$ cat src/rtl/seg_scan_driver_if.sv
// rtl/seg_scan_driver_if.sv - datapath/display-side signal bundle for seg_scan_driver
interface seg_scan_driver_if #(
  parameter int NUM_DIGITS = 4
);
  logic [4*NUM_DIGITS-1:0] value;
  logic                    load;
  logic [NUM_DIGITS-1:0]   blank_mask;
  logic                    pending;
  logic                    frame_tick;
  logic [6:0]              segments;
  logic [NUM_DIGITS-1:0]   digit_en;

  modport master (
    output value, load, blank_mask,
    input  pending, frame_tick, segments, digit_en
  );

  modport slave (
    input  value, load, blank_mask,
    output pending, frame_tick, segments, digit_en
  );
endinterface

$ cat src/rtl/seg_scan_driver.sv
// rtl/seg_scan_driver.sv - multiplexed seven-segment scanner with dead-time guard and frame-aligned updates
// Optional: define LEADING_ZERO_BLANK_EN to darken leading zero digits (digit 0 always shown).
module seg_scan_driver #(
  parameter int NUM_DIGITS   = 4,
  parameter int SCAN_CYCLES  = 50000,
  parameter int GUARD_CYCLES = 8,
  parameter int SEG_ACT_LOW  = 0,
  parameter int DIG_ACT_LOW  = 0
) (
  input logic              clk,
  input logic              reset_n,
  seg_scan_driver_if.slave bus
);

  localparam int CNT_MAX = (SCAN_CYCLES > GUARD_CYCLES) ? SCAN_CYCLES : GUARD_CYCLES;
  localparam int CW      = (CNT_MAX > 1) ? $clog2(CNT_MAX) : 1;
  localparam int IW      = (NUM_DIGITS > 1) ? $clog2(NUM_DIGITS) : 1;

  localparam logic [CW-1:0] SCAN_LAST  = CW'(SCAN_CYCLES - 1);
  localparam logic [CW-1:0] GUARD_LAST = CW'((GUARD_CYCLES > 0) ? GUARD_CYCLES - 1 : 0);
  localparam logic [IW-1:0] IDX_LAST   = IW'(NUM_DIGITS - 1);

  // Inactive levels double as XOR masks that apply the output polarity.
  localparam logic [6:0]            SEG_OFF = (SEG_ACT_LOW != 0) ? 7'h7F : 7'h00;
  localparam logic [NUM_DIGITS-1:0] DIG_OFF = (DIG_ACT_LOW != 0) ? {NUM_DIGITS{1'b1}}
                                                                 : {NUM_DIGITS{1'b0}};

  typedef enum logic {st_show, st_guard} state_t;

  state_t                  state, state_d;
  logic [IW-1:0]           idx, idx_d;
  logic [CW-1:0]           cnt, cnt_d;
  logic                    commit;
  logic [4*NUM_DIGITS-1:0] staged, shown;
  logic                    pending_q, tick_q;
  logic [6:0]              seg_q, seg_d, seg_lit;
  logic [NUM_DIGITS-1:0]   dig_q, dig_d;
  logic [NUM_DIGITS-1:0]   lz_blank;
  logic [3:0]              nib;
  logic                    blank;

  function automatic logic [6:0] hex_to_seg(input logic [3:0] h);
    case (h)
      4'h0: hex_to_seg = 7'h7E;
      4'h1: hex_to_seg = 7'h30;
      4'h2: hex_to_seg = 7'h6D;
      4'h3: hex_to_seg = 7'h79;
      4'h4: hex_to_seg = 7'h33;
      4'h5: hex_to_seg = 7'h5B;
      4'h6: hex_to_seg = 7'h5F;
      4'h7: hex_to_seg = 7'h70;
      4'h8: hex_to_seg = 7'h7F;
      4'h9: hex_to_seg = 7'h7B;
      4'hA: hex_to_seg = 7'h77;
      4'hB: hex_to_seg = 7'h1F;
      4'hC: hex_to_seg = 7'h4E;
      4'hD: hex_to_seg = 7'h3D;
      4'hE: hex_to_seg = 7'h4F;
      default: hex_to_seg = 7'h47;
    endcase
  endfunction

  always_comb begin
    state_d = state;
    idx_d   = idx;
    cnt_d   = cnt + 1'b1;
    commit  = 1'b0;
    case (state)
      st_show: begin
        if (cnt == SCAN_LAST) begin
          cnt_d   = '0;
          idx_d   = (idx == IDX_LAST) ? '0 : idx + 1'b1;
          // Wrapping past the last digit is the only point a staged value may be shown.
          commit  = (idx == IDX_LAST) && pending_q;
          state_d = (GUARD_CYCLES == 0) ? st_show : st_guard;
        end
      end
      st_guard: begin
        if (cnt == GUARD_LAST) begin
          cnt_d   = '0;
          state_d = st_show;
        end
      end
      default: begin
        state_d = st_show;
        cnt_d   = '0;
      end
    endcase
  end

`ifdef LEADING_ZERO_BLANK_EN
  always_comb begin
    logic upper_zero;
    lz_blank   = '0;
    upper_zero = 1'b1;
    for (int i = NUM_DIGITS - 1; i > 0; i--) begin
      upper_zero  = upper_zero & (shown[4*i +: 4] == 4'h0);
      lz_blank[i] = upper_zero;
    end
  end
`else
  assign lz_blank = '0;
`endif

  always_comb begin
    nib     = shown[{idx, 2'b00} +: 4];
    blank   = bus.blank_mask[idx] | lz_blank[idx];
    seg_lit = blank ? 7'h00 : hex_to_seg(nib);
    seg_d   = SEG_OFF;
    dig_d   = DIG_OFF;
    if (state == st_show) begin
      seg_d = seg_lit ^ SEG_OFF;
      dig_d = (NUM_DIGITS'(1) << idx) ^ DIG_OFF;
    end
  end

  always_ff @(posedge clk or negedge reset_n) begin
    if (!reset_n) begin
      state     <= st_show;
      idx       <= '0;
      cnt       <= '0;
      staged    <= '0;
      shown     <= '0;
      pending_q <= 1'b0;
      tick_q    <= 1'b0;
      seg_q     <= SEG_OFF;
      dig_q     <= DIG_OFF;
    end else begin
      state     <= state_d;
      idx       <= idx_d;
      cnt       <= cnt_d;
      if (bus.load) staged <= bus.value;
      if (commit)   shown  <= staged;
      // A load landing on the commit edge re-arms pending for the following frame.
      pending_q <= bus.load | (pending_q & ~commit);
      tick_q    <= commit;
      seg_q     <= seg_d;
      dig_q     <= dig_d;
    end
  end

  assign bus.pending    = pending_q;
  assign bus.frame_tick = tick_q;
  assign bus.segments   = seg_q;
  assign bus.digit_en   = dig_q;

endmodule

$ cat src/flat_wrapper.sv
// flat-port wrapper written by rule: the top's interface ports become plain ports
module seg_scan_driver_flat 
#(
  parameter int NUM_DIGITS   = 4,
  parameter int SCAN_CYCLES  = 50000,
  parameter int GUARD_CYCLES = 8,
  parameter int SEG_ACT_LOW  = 0,
  parameter int DIG_ACT_LOW  = 0
)
  (clk, reset_n, bus_value, bus_load, bus_blank_mask, bus_pending, bus_frame_tick, bus_segments, bus_digit_en);
  seg_scan_driver_if #(.NUM_DIGITS(NUM_DIGITS)) bus_i ();
  input logic clk;
  input logic reset_n;
  input wire logic [$bits(bus_i.value)-1:0] bus_value;
  input wire logic [$bits(bus_i.load)-1:0] bus_load;
  input wire logic [$bits(bus_i.blank_mask)-1:0] bus_blank_mask;
  output wire logic [$bits(bus_i.pending)-1:0] bus_pending;
  output wire logic [$bits(bus_i.frame_tick)-1:0] bus_frame_tick;
  output wire logic [$bits(bus_i.segments)-1:0] bus_segments;
  output wire logic [$bits(bus_i.digit_en)-1:0] bus_digit_en;
  assign bus_i.value = bus_value;
  assign bus_i.load = bus_load;
  assign bus_i.blank_mask = bus_blank_mask;
  assign bus_pending = bus_i.pending;
  assign bus_frame_tick = bus_i.frame_tick;
  assign bus_segments = bus_i.segments;
  assign bus_digit_en = bus_i.digit_en;
  seg_scan_driver #(.NUM_DIGITS(NUM_DIGITS), .SCAN_CYCLES(SCAN_CYCLES), .GUARD_CYCLES(GUARD_CYCLES), .SEG_ACT_LOW(SEG_ACT_LOW), .DIG_ACT_LOW(DIG_ACT_LOW)) u_core (.clk(clk), .reset_n(reset_n), .bus(bus_i));
endmodule
$ cat config.mk
export PLATFORM = sky130hd
export DESIGN_NAME = seg_scan_driver_flat
export DESIGN_NICKNAME = d
export VERILOG_FILES = /design/src/rtl/seg_scan_driver_if.sv /design/src/rtl/seg_scan_driver.sv /design/src/flat_wrapper.sv
export SDC_FILE = /design/constraint.sdc
export NUM_CORES = 1
export LEC_CHECK = 0
export ABC_AREA = 1
export CAP_MARGIN = 20
export CORE_ASPECT_RATIO = 0.75
export CORE_MARGIN = 2
export CORE_UTILIZATION = 56
export CTS_BUF_LIST = sky130_fd_sc_hd__clkbuf_8 sky130_fd_sc_hd__clkbuf_16
export CTS_CLUSTER_DIAMETER = 80
export CTS_CLUSTER_SIZE = 25
export DETAILED_ROUTE_END_ITERATION = 8
export HOLD_SLACK_MARGIN = 0.06
export PLACE_DENSITY = 0.88
export SLEW_MARGIN = 15
export SYNTH_ARGS = -nofsm -noshare
export SYNTH_HDL_FRONTEND = slang
export SYNTH_SLANG_ARGS = --single-unit
$ cat constraint.sdc
create_clock -name clk -period 1.8 [get_ports clk]
set_input_delay 0.36 -clock clk [delete_from_list [all_inputs] [get_ports clk]]
set_output_delay 0.36 -clock clk [all_outputs]
set_load 0.1 [all_outputs]
==> impl_metrics.ini <==
[final_layout]
syn2layout_area_growth_pct = 25.3
seqCellArea_um2 = 1610
diodes = 0
nets = 488
fillCellCount = 388
post_route_cells_drive_above_1_share = 0.144
stdcell_count = 534
multi_input_area_um2 = 1370

[placed_design]
hpwlAfterDp_mm = 4.83
io_buffers = 35
gp_congestion = 0.906
post-place-ws_ps = 28.9
dp.cells = 515

[power]
p_per_area_nw_per_um2 = 735
total_power_w = 0.00295
leakage_nw = 2.09
vdd_ir_drop_max_uv = 592

[timing]
setup_tns_ps = 0
worst_pin_slew_ps = 463
setup_violations = 0
slew_headroom = 0.690
fin_crit_ps = 1660
setup_slack_ps = 137
slew_violations = 0
max_freq_mhz = 601
rsz0062_at_grt = false
worst_clock_skew_ps = 9.44
period_share = 0.924
final-hold-violation-count = 0

[clocking]
tritoncts = done
clkLatencyLatePin_ps = 350
path_clk_slew_ps = 70
cts_sinks = 64
cts_max_level = 3
clk_path_buf_depth = 2
cts_root_buf = clkbuf_8
numCtsBuffers = 9

[run]
drv_cap = 0

[synth]
yosysWarnings = 0
yosys.area.top_type = dfrtp_1
syn_area_per_cell_um2 = 7.87
synth-edff-count = 0
synth_most_common_cell = nand2_1
syn_area_um2 = 3200
syn-num-nets = 441
synth_seq_cells = 64
ys.flop_type = dfrtp_1
ys_async_sr_fraction = 1.00
netlist-cell-type-count = 27
yosysTopAreaCellShare = 0.500
synth_top_cells_by_count = nand2_1 (155), dfrtp_1 (64), nor2_1 (45)
syn_inst = 407
ys_seq_area_frac = 0.500
yosys-top-cells-area = dfrtp_1 (50%), nand2_1 (18%), nand3_1 (6.1%)

[floorplan]
start_util = 0.589
io_pins = 36
core-area_um2 = 5440
die_y_um = 69.5
die-width_um = 91.3
rows = 23
die_area_um2 = 6350

[routing]
drt_iter0_drc = 214
totalWireLength_mm = 6.92
detail_route.wl_per_cell_um = 12.9
drtPass1Iterations = 5
route.detailed.drc = 0
postRouteAntennaNets = 0
routed_via_density = 5.14
dr_total_vias = 2747

[outcome]
status = complete, no violations

[critical_path]
required_ps = 2040
reg2reg_slack_ps = 140
critical_path.max_stage_delay_ps = 450
start_kind = flop
crit_family = simple AND/OR/NAND/NOR gates
cpMostUsedCell = nand2_1
crit_fanout = 7
end_kind = flop
crit_chain = inv_2, nand2_1, nand3_1, nand2_2, inv_1, ha_2, inv_1, nand2_1, nand2_1, nor2_1, nor2_1
cp.arrival_ps = 1900
critical_path_class = reg2reg
worst-path-buf-inv = 3
cp_slowest_cell = dfrtp_2

[global_route]
grt_pass1_vias = 2665
overflow = 0
grt_pass1_wl_mm = 12.0
grt_use_total = 0.236
grt_start_max_net_pins = 65
antenna_found_initial = 0

[min_path]
min_path_type = reg2reg
==> layout by cell type (no fill, tap or decap), drive strengths merged <==
cell type	Yosys	layout
nand2	161	161
clkdlybuf4s50	0	21
dfrtp	64	64
buf	8	23
dlygate4sd3	0	1
clkinvlp	0	1
nor3	4	4
nand3b	1	1
a21oi	5	5
bufinv	0	1
nand4	3	3
o21ai	7	7
nand3	40	40
o21a	1	1
nor2	48	48
xor2	7	7
clkbuf	2	11
ha	11	11
clkinv	2	5
inv	43	44
==> cell families after synthesis <==
| logic type | synth area share |
|---|---|
| AO/OA/AOI/OAI | 0.0246 |
| buffers and inverters | 0.0777 |
| XOR/XNOR | 0.0191 |
| AND/OR/NAND/NOR | 0.336 |
| adder cells (fa/ha/maj) | 0.0430 |
| flip-flops | 0.500 |
==> area by class of cell <==
type	instances	area share
Sequential cell	64	0.400
Multi-Input combinational cell	288	0.342
Timing Repair Buffer	46	0.142
Inverter	45	0.0430
Clock buffer	10	0.0343
Tap cell	75	0.0234
Clock inverter	6	0.0150
==> what timing repair did <==
item                                    in CTS  in global routing
hold buffers                                 1                  0
setup buffers                                1                  1
resized for setup                            1                  8
endpoints found under the setup margin       3                  5
pin swaps                                    0                  0
hold endpoints to repair                    64                  0
==> report_power, final <==
part           leakage, nW  internal [W]  switching (W)
Sequential           0.823       0.00148      0.0000251
Clock                0.103      0.000669       0.000562
Combinational         1.16     0.0000944       0.000124
==> registers in the layout, summed over array words and instances, names as in the netlist <==
name                   cells
u_core.bus.digit_en        4
u_core.bus.segments        7
u_core.bus.frame_tick      1
u_core.cnt                16
u_core.shown              16
u_core.idx                 2
u_core.state               1
u_core.staged             16
u_core.bus.pending         1
==> through the flow <==
step	hold WS (ps)	utilization	instance area, µm²
finish	462	0.738	4010
global route	486	0.738	4010
CTS	470	0.733	3990
detailed placement	401	0.693	3770
global placement	393	0.693	3770
floorplan	64.4	-	3200
==> worst paths after layout <==
path | from | to | depth (start not counted)
max | u_core.idx[0]$_DFFE_PN0P_ | u_core.bus.segments[6]$_DFF_PN0_ | 11
min | u_core.cnt[0]$_DFF_PN0_ | u_core.cnt[0]$_DFF_PN0_ | 1
max reg2reg | u_core.idx[0]$_DFFE_PN0P_ | u_core.bus.segments[6]$_DFF_PN0_ | 11
min reg2reg | u_core.cnt[0]$_DFF_PN0_ | u_core.cnt[0]$_DFF_PN0_ | 1
max in group asynchronous | reset_n | u_core.idx[1]$_DFFE_PN0P_ | 3
min in group asynchronous | reset_n | u_core.cnt[2]$_DFF_PN0_ | 3
==> metal layers <==
metal	share of wire	GRT usage	vias up
li1	-	-	1346
met4	0.013	0.0690	0
met3	0.069	0.0859	21
met5	0	0	-
met2	0.45	0.364	109
met1	0.47	0.316	1271
No activity file was read; power rests on OpenSTA's default activity.
==> variant: new RTL, same flow settings <==
Add a define of `LEADING_ZERO_BLANK_EN`.
--- a/src/rtl/seg_scan_driver.sv
+++ b/src/rtl/seg_scan_driver.sv
@@ -1,4 +1,6 @@
 // rtl/seg_scan_driver.sv - multiplexed seven-segment scanner with dead-time guard and frame-aligned updates
 // Optional: define LEADING_ZERO_BLANK_EN to darken leading zero digits (digit 0 always shown).
+`define LEADING_ZERO_BLANK_EN
+
 module seg_scan_driver #(
   parameter int NUM_DIGITS   = 4,
Check against the original RTL: same outputs for any inputs over 10 cycles, from zero or initial values and one cycle with reset_n low; that may be too few to reach the edited logic, so the function may still have changed.
==> variant against the unedited design <==
Routed wire length decreased by 1.4%; total power shrank 2.7%; design area grew 3.9%; sequential cell count is the same; worst setup slack lost 0.073 ns; critical path depth fell by 1; synthesized area grew 4.4%; hold slack gained 0.0065 ns.
==> variant: results (changes against the unedited design) <==
met3_usage_pct: 6.18  # -2.4 points
reg2reg_slack_ns: 0.06  # -0.07 ns
grt_util_met1_pct: 30.3  # -1.3 points
fillCellCount: 422  # +8.8%
ir_worst_vdd_v: 0.000611  # +3.2%
cp_slowest_cell: "dfrtp_2"
clock-skew-final_ns: 0.00824  # -0.00120 ns
synth-seq-area-share_pct: 47.9  # -2.1 points
ys_async_sr_fraction_pct: 100  # unchanged
worstPathArrival_ns: 2.02  # +0.12 ns
wl_mm: 6.82  # -1.4%
grt_use_total_pct: 23.2  # -0.36 points
synth_cell_types: 28  # +3.7%
cp_top_family: "simple AND/OR/NAND/NOR gates"
antenna_found_initial: 0  # unchanged
vias: 2690  # -2.1%
diodes: 0  # unchanged
synth_common_cells: "103 x nand2_1, 64 x dfrtp_1, 52 x inv_1"
grt_use_met2_pct: 36.9  # +0.55 points
final_nets: 488  # unchanged
place_area_mm2: 0.00394  # +4.5%
clock-root-buffer: "clkbuf_8"
drtIter0Drc: 150  # -30%
grt_pass1_wl_mm: 11.9  # -0.58%
status: "finished clean"
path_clk_slew_ns: 0.08
cp_slowest_stage_delay_ns: 0.48  # +0.03 ns
startpoint_type: "flip-flop"
clockBufferDepth: 2  # unchanged
cts_made_buffers: 9  # unchanged
insertion_delay_ns: 0.35  # about the same
leakagePower_uw: 0.00205  # -2.0%
htreeDepth: 3  # unchanged
syn-num-nets: 440  # -0.23%
reg2reg_depth: 10  # -1
gp_congestion: 0.985  # +8.7%
slew_headroom_pct: 75.3  # +6.4 points
drive_above_1_share_pct: 20.5  # +6.1 points
synthTopCellsByArea: "dfrtp_1 48%, nand2_1 12%, inv_1 5.8%"
crit_path_max_fanout: 8  # +1
dp_hpwl_mm: 4.93  # +1.9%
## variant: cell count changes after synthesis, sizes merged, moves of 2 or more
| cell | before | now |
|---|---|---|
| nor3 | 4 | 1 |
| inv | 43 | 56 |
| nand4 | 3 | 5 |
| buf | 8 | 6 |
| nand2 | 161 | 120 |
| or2 | 0 | 2 |
| a21oi | 5 | 10 |
| xnor2 | 0 | 2 |
| o21ai | 7 | 35 |
| nand3 | 40 | 30 |
| nor2 | 48 | 53 |
## variant: cell families after synthesis
group | Yosys count | synth area share (%)
AO/OA/AOI/OAI | 46 | 8.87
XOR/XNOR | 8 | 2.10
adder cells (fa/ha/maj) | 11 | 4.12
buffers and inverters | 66 | 8.50
flip-flops | 64 | 47.9
AND/OR/NAND/NOR | 211 | 28.5
## variant: cell type report
type                       count  area, um2  area share [%]
sequential                    64       1600            38.4
multi-input combinational    276       1480            35.5
timing repair buffer          46        589            14.1
inverter                      57        218            5.22
clock buffer                  10        138            3.30
tap                           78       97.6            2.34
clock inverter                 6       45.0            1.08
## variant: metal layers
| metal | wire [um] | part of all wire, % |
|---|---|---|
| met5 | 0 | 0 |
| met4 | 121 | 1.8 |
| met3 | 379 | 5.6 |
| met2 | 3260 | 48 |
| met1 | 3060 | 45 |
## variant: worst min path at each step
stage | start | endpoint | slack (ns) | cells after the start
floorplan | reset_n | u_core.bus.digit_en[0] | 0.06 | 0
global placement | reset_n | u_core.cnt[13] | 0.40 | 2
detailed placement | reset_n | u_core.cnt[10] | 0.40 | 2
CTS | u_core.cnt[0] | u_core.cnt[0] | 0.47 | 1
global route | u_core.cnt[0] | u_core.cnt[0] | 0.49 | 1
finish | u_core.cnt[0] | u_core.cnt[0] | 0.47 | 1
## variant: power by group
group	switching, uW	total, uW	leakage, uW	internal (uW)
combinational	141	234	0.00114	93.3
clock	609	1150	0.0000845	538
sequential	14.6	1490	0.000825	1480
## variant: per-stage QoR
step | util [%] | cells | power, uW | hold WS [ns] | worst slack [ns]
3_3_place_gp | 68.0 | 519 | 1750 | 0.396 | 0.160
3_5_place_dp | 68.0 | 519 | 1750 | 0.397 | 0.0605
5_1_grt | 72.0 | 537 | 2970 | 0.491 | -0.0138
6_report | 72.0 | 537 | 2870 | 0.469 | 0.0641
2_1_floorplan | - | 406 | 1620 | 0.0644 | 0.149
4_1_cts | 71.3 | 536 | 2890 | 0.473 | 0.0400
## variant: what timing repair did
action	4_1_cts	5_1_grt
hold buffers	1	0
setup endpoints to repair	0	20
buffers inserted	0	1
resized for setup	0	8
endpoints found under the hold margin	64	0
